[config.mk]
export PLATFORM = sky130hd
export DESIGN_NAME = isp_loader
export DESIGN_NICKNAME = d
export VERILOG_FILES = /design/src/rtl/isp_pkg.sv /design/src/rtl/isp_word_assembler.sv /design/src/rtl/isp_loader.sv
export SDC_FILE = /design/constraint.sdc
export NUM_CORES = 1
export LEC_CHECK = 0
export CORE_UTILIZATION = 55
export CTS_BUF_LIST = sky130_fd_sc_hd__clkbuf_4 sky130_fd_sc_hd__clkbuf_8
export DETAILED_ROUTE_END_ITERATION = 16
export HOLD_SLACK_MARGIN = 0.12
export PLACE_DENSITY = 0.92
export SLEW_MARGIN = 5
export SYNTH_ARGS = -nofsm -noshare
export SYNTH_HDL_FRONTEND = slang
export SYNTH_SLANG_ARGS = --single-unit
export TNS_END_PERCENT = 20
[constraint.sdc]
create_clock -name clock -period 3 [get_ports clock]
set_clock_uncertainty 0.1 [all_clocks]
set_input_delay 0.3 -clock clock [delete_from_list [all_inputs] [get_ports clock]]
set_output_delay 0.3 -clock clock [all_outputs]
set_load 0.05 [all_outputs]
[src/rtl/isp_pkg.sv]
// Shared constants and state encoding for the in-system programming loader.
package isp_pkg;

   localparam logic [7:0] SYNC_BYTE = 8'hA5;

   typedef enum logic [2:0] {
      ST_IDLE   = 3'd0,
      ST_LEN_LO = 3'd1,
      ST_LEN_HI = 3'd2,
      ST_DATA   = 3'd3,
      ST_CSUM   = 3'd4,
      ST_RUN    = 3'd5,
      ST_ERROR  = 3'd6
   } isp_state_e;

   function automatic logic is_sync(input logic [7:0] b);
      return b == SYNC_BYTE;
   endfunction

endpackage

[src/rtl/isp_word_assembler.sv]
// Packs four little-endian bytes into a 32-bit word; word_valid_o pulses
// for one cycle, the cycle after the fourth byte is taken.
module isp_word_assembler (
   input  logic        clock,
   input  logic        reset,
   input  logic        clear_i,
   input  logic [7:0]  byte_i,
   input  logic        byte_en_i,
   output logic        last_byte_o,
   output logic [31:0] word_o,
   output logic        word_valid_o
);

   logic [1:0]  idx_q;
   logic [23:0] shift_q;
   logic [31:0] word_q;
   logic        word_valid_q;

   // Byte lane capture, word hand-off and one-cycle valid strobe.
   always_ff @(posedge clock) begin
      if (reset) begin
         idx_q        <= 2'd0;
         shift_q      <= 24'd0;
         word_q       <= 32'd0;
         word_valid_q <= 1'b0;
      end else begin
         word_valid_q <= 1'b0;
         if (clear_i) begin
            idx_q <= 2'd0;
         end else if (byte_en_i) begin
            idx_q <= idx_q + 2'd1;
            case (idx_q)
               2'd0:    shift_q[7:0]   <= byte_i;
               2'd1:    shift_q[15:8]  <= byte_i;
               2'd2:    shift_q[23:16] <= byte_i;
               default: begin
                  word_q       <= {byte_i, shift_q};
                  word_valid_q <= 1'b1;
               end
            endcase
         end
      end
   end

   assign last_byte_o  = (idx_q == 2'd3);
   assign word_o       = word_q;
   assign word_valid_o = word_valid_q;

endmodule

[src/rtl/isp_loader.sv]
// Byte-stream boot loader: parses a sync/length/data/checksum frame, writes
// the words into the core's instruction memory and then releases the core.
//
//  state     | meaning
//  ----------+--------------------------------------------------------
//  ST_IDLE   | waiting for sync byte, core held in reset
//  ST_LEN_LO | expecting low byte of word count
//  ST_LEN_HI | expecting high byte of word count
//  ST_DATA   | receiving data bytes, 4 per word
//  ST_CSUM   | expecting XOR checksum of all data bytes
//  ST_RUN    | load good, core released (done)
//  ST_ERROR  | checksum mismatch, core kept in reset (error)
module isp_loader
   import isp_pkg::*;
#(
   parameter int DATA_WIDTH   = 32,
   parameter int ADDRESS_BITS = 8,
   parameter int BASE_ADDR    = 0
) (
   input  logic                    clock,
   input  logic                    reset,
   input  logic [7:0]              byte_in,
   input  logic                    byte_valid,
   output logic                    byte_ready,
   output logic [ADDRESS_BITS-1:0] isp_address,
   output logic [DATA_WIDTH-1:0]   isp_data,
   output logic                    isp_write,
   output logic                    core_reset,
   output logic                    start,
   output logic [ADDRESS_BITS-1:0] prog_address,
   output logic                    done,
   output logic                    error
);

   localparam logic [ADDRESS_BITS-1:0] BASE = ADDRESS_BITS'(BASE_ADDR);

   isp_state_e              state_q, state_d;
   logic [7:0]              len_lo_q, len_lo_d;
   logic [15:0]             words_left_q, words_left_d;
   logic [7:0]              csum_q, csum_d;
   logic [ADDRESS_BITS-1:0] addr_q, addr_d;
   logic                    start_q, start_d;
   logic                    ready_q;

   logic        accept;
   logic        asm_clear;
   logic        asm_en;
   logic        asm_last;
   logic [31:0] asm_word;
   logic        asm_valid;

   assign accept = byte_valid & ready_q;

   isp_word_assembler u_asm (
      .clock        (clock),
      .reset        (reset),
      .clear_i      (asm_clear),
      .byte_i       (byte_in),
      .byte_en_i    (asm_en),
      .last_byte_o  (asm_last),
      .word_o       (asm_word),
      .word_valid_o (asm_valid)
   );

   // State and datapath registers.
   always_ff @(posedge clock) begin
      if (reset) begin
         state_q      <= ST_IDLE;
         len_lo_q     <= 8'd0;
         words_left_q <= 16'd0;
         csum_q       <= 8'd0;
         addr_q       <= BASE;
         start_q      <= 1'b0;
         ready_q      <= 1'b0;
      end else begin
         state_q      <= state_d;
         len_lo_q     <= len_lo_d;
         words_left_q <= words_left_d;
         csum_q       <= csum_d;
         addr_q       <= addr_d;
         start_q      <= start_d;
         ready_q      <= 1'b1;
      end
   end

   // Frame parser: next state, word countdown, checksum and address update.
   always_comb begin
      state_d      = state_q;
      len_lo_d     = len_lo_q;
      words_left_d = words_left_q;
      csum_d       = csum_q;
      addr_d       = addr_q;
      start_d      = 1'b0;
      asm_clear    = 1'b0;
      asm_en       = 1'b0;

      // address advances once the pending write has been presented
      if (asm_valid) begin
         addr_d = addr_q + 1'b1;
      end

      case (state_q)
         ST_IDLE, ST_RUN, ST_ERROR: begin
            if (accept && is_sync(byte_in)) begin
               state_d      = ST_LEN_LO;
               csum_d       = 8'd0;
               words_left_d = 16'd0;
               addr_d       = BASE;
               asm_clear    = 1'b1;
            end
         end
         ST_LEN_LO: begin
            if (accept) begin
               len_lo_d = byte_in;
               state_d  = ST_LEN_HI;
            end
         end
         ST_LEN_HI: begin
            if (accept) begin
               words_left_d = {byte_in, len_lo_q};
               state_d      = ({byte_in, len_lo_q} == 16'd0) ? ST_CSUM : ST_DATA;
            end
         end
         ST_DATA: begin
            if (accept) begin
               asm_en = 1'b1;
               csum_d = csum_q ^ byte_in;
               if (asm_last) begin
                  words_left_d = words_left_q - 16'd1;
                  if (words_left_q == 16'd1) begin
                     state_d = ST_CSUM;
                  end
               end
            end
         end
         ST_CSUM: begin
            if (accept) begin
               if (byte_in == csum_q) begin
                  state_d = ST_RUN;
                  start_d = 1'b1;
               end else begin
                  state_d = ST_ERROR;
               end
            end
         end
         default: state_d = ST_IDLE;
      endcase
   end

   assign byte_ready   = ready_q;
   assign isp_address  = addr_q;
   assign isp_data     = asm_word;
   assign isp_write    = asm_valid;
   assign core_reset   = (state_q != ST_RUN);
   assign start        = start_q;
   assign prog_address = BASE;
   assign done         = (state_q == ST_RUN);
   assign error        = (state_q == ST_ERROR);

endmodule

==> metrics.log <==
INFO  metric routed_via_density = 6.01
INFO  metric pin_count = 65
INFO  metric power_density = 503 nW/um2
INFO  metric start_util = 57.1%
INFO  metric grt_start_max_net_pins = 76
INFO  metric layout_common_cells = 134 x nand2_1, 104 x dfxtp_1, 78 x a21oi_1
INFO  metric critPathTopFamily = buffers and inverters
INFO  metric hpwlAfterDp = 8480 um
INFO  metric yosys.area_share.xor_xnor = 3.35%
INFO  metric clockBufferDepth = 2
INFO  metric timing.critical_path.required = 2.60 ns
INFO  metric synth-async-reset-ratio = 0%
INFO  metric clk_root_buffer_cell = clkbuf_8
INFO  metric detail_route.wl_per_cell = 16.2 um
INFO  metric yosys_register_bits = 104
INFO  metric placement_rows = 33
INFO  metric stdcell_area = 5540 um2
INFO  metric final_hold_slack = 0.175 ns
INFO  metric final.fill_count = 652
INFO  metric synth_edf_count = 0
INFO  metric drt_first_pass_iters = 5
INFO  metric setup_total_negative_slack = 0 ns
INFO  metric dpl_cell_area = 5330 um2
INFO  metric detail_route.drc_violations = 0
INFO  metric io_buffer_count = 56
INFO  metric grt_antenna_before_repair = 0
INFO  metric power.leakage = 1.87 nW
INFO  metric antenna_cells_inserted = 0
INFO  metric grtUsageTotal = 27.8%
INFO  metric hold_path_class = input port to flop
INFO  metric cpMaxStageDelayCell = clkdlybuf4s50_1
INFO  metric post-cts-setup-buffers = 0
INFO  metric maxClockFrequency = 391 MHz
INFO  metric via_count = 4493
INFO  metric die_w = 94.6 um
INFO  metric placeable_area = 8260 um2
INFO  metric cts.reportedPaths.clkPinSlew = 0.11 ns
INFO  metric fraction_of_the_cycle_the_final_worst_path_needs = 85.2%
INFO  metric timing.critical_path.from_type = flop
INFO  metric hold_buffers = 0
INFO  metric synth_adder_area_share = 1.86%
INFO  metric setup_viol = 0
INFO  metric synth_compound_gate_area_share = 17.4%
INFO  metric area_delta_synth_final = 17.5%
INFO  metric cp_num_buf_inv = 2
INFO  metric gp_weighted_congestion = 0.933
INFO  metric grt_pass1_vias = 4074
INFO  metric tightestPinTransition = 0.760 ns
INFO  metric main_combinational_cell_family_by_area_after_synthesis = simple AND/OR/NAND/NOR gates
INFO  metric design.die.area = 8940 um2
INFO  metric prevailing_post_synth_register_cell = dfxtp_1
INFO  metric worst-path-stages = 3
INFO  metric synth_simple_gate_area_share = 26.4%
INFO  metric postCtsResizedCells = 0
INFO  metric rsz0062_at_grt = false
INFO  metric critical_path.cell_chain = inv_1, nor3_1, clkdlybuf4s50_1
INFO  metric tritoncts_clock_tree = done
INFO  metric maxCapViolations = 0
INFO  metric cp-end-kind = output port
INFO  metric timing.hold.worst_path_depth = 2
INFO  metric crit_fanout = 10
INFO  metric first_pass_grt_wire_length = 19500 um
INFO  metric mappedNetlistArea = 4710 um2
INFO  metric rr_worst_depth = 5
INFO  metric die-height = 94.6 um
INFO  metric timing.critical_path.arrival = 2.16 ns
INFO  metric first_iter_violations = 344
INFO  metric maxSlewViolCount = 0
INFO  metric fin_crit = 2.56 ns
INFO  metric synthDistinctLibCells = 59
INFO  metric syn-instance-count = 596
INFO  metric clk-insertion-delay-late = 0.37 ns
INFO  metric cpPeakStageDelay = 0.84 ns
INFO  metric routed_wirelength = 12100 um
INFO  metric yosysWarningCount = 0
INFO  metric clk_sink_count = 104
INFO  metric cts_inserted_buffers = 9
INFO  metric route.antenna.remaining_nets = 0
INFO  metric synth_sequential_area_ratio = 44.2%
INFO  metric max-vdd-ir-drop = 0.000217 V
INFO  metric nNetsFinal = 656
INFO  metric r2r_slack = 0.57 ns
INFO  metric layout-drive-gt1-share = 8.24%
INFO  metric postSynthAreaPerCell = 7.91 um2
INFO  metric timing.setup.critical_path_class = flop to output port
INFO  metric yosys-mux-area-fraction = 0.425%
INFO  metric run_status = finished, final reports clean
INFO  metric ctsHtreeMaxLevel = 3
INFO  metric timing.max_slew.rel_slack = 49.3%
INFO  metric overflow = 0
INFO  metric layout.cells.most_common = nand2_1
INFO  metric finalHoldViolations = 0
-- routing by layer --
| metal | wire, um | track usage, % | part of all wire, % | up-vias |
|---|---|---|---|---|
| li1 | - | - | - | 2122 |
| met1 | 4930 | 34.0 | 41 | 2110 |
| met2 | 5910 | 47.5 | 49 | 218 |
| met3 | 896 | 4.35 | 7.4 | 43 |
| met4 | 398 | 13.4 | 3.3 | 0 |
| met5 | 0 | 1.19 | 0 | - |
-- cells in the mapped netlist, types with 4 or more instances --
cell type	n	area, um2
dfxtp_1	104	2080
xor2_1	14	123
xnor2_1	4	35.0
nor3_1	12	60.1
nand3_1	42	210
nor2_1	25	93.8
o2bb2ai_1	4	35.0
ha_1	7	87.6
clkbuf_1	39	146
o21ai_0	17	85.1
or3_1	10	62.6
o211ai_1	5	37.5
nand4_1	4	25.0
nor4_1	12	75.1
nand2_1	134	503
a21oi_1	78	390
buf_4	8	60.1
inv_1	11	41.3
-- logic make-up (layout without fill, tap and decap cells) --
| group | count (synthesis) | count (layout) |
|---|---|---|
| simple gates | 265 | 265 |
| xor+xnor | 18 | 18 |
| fa+ha+maj | 7 | 7 |
| buf+inv | 64 | 104 |
| flops | 104 | 104 |
| mux | 2 | 2 |
| compound gates | 135 | 135 |
| other cells | 1 | 8 |
-- worst paths after layout --
| path | from | endpoint |
|---|---|---|
| worst min-delay path | reset | state_q[2] |
| worst min register to register | u_asm.word_o[12] | u_asm.word_o[12] |
| worst max-delay path | state_q[1] | error |
| worst max register to register | words_left_q[7] | state_q[1] |
-- state kept, by name (all words and copies together), names as in the netlist --
name,flops
byte_ready,1
csum_q,8
isp_address,8
len_lo_q,8
start,1
state_q,3
u_asm.idx_q,2
u_asm.shift_q,24
u_asm.word_o,32
u_asm.word_valid_o,1
words_left_q,16
-- where the power goes --
| part | switching (mW) | leakage [nW] | internal [mW] |
|---|---|---|---|
| combinational | 0.291 | 0.935 | 0.153 |
| sequential | 0.0466 | 0.838 | 1.41 |
| clock | 0.553 | 0.101 | 0.337 |
-- through the flow --
stage	instances	worst slack (ns)	util [%]	power (mW)
detailed placement	732	0.227	64.5	1.91
global placement	732	0.331	64.5	1.90
floorplan	603	0.0597	-	1.81
finish	748	0.444	67.0	2.79
CTS	748	0.416	67.0	2.78
global route	748	0.289	67.0	2.88
-- layout make-up --
class | count | area (um2) | area share, %
Clock buffer | 9 | 124 | 2.24
Sequential cell | 104 | 2080 | 37.6
Clock inverter | 7 | 82.6 | 1.49
Tap cell | 105 | 131 | 2.37
Timing Repair Buffer | 77 | 711 | 12.8
Multi-Input combinational cell | 435 | 2360 | 42.7
Inverter | 11 | 41.3 | 0.746
No activity file was read; power rests on OpenSTA's default activity.
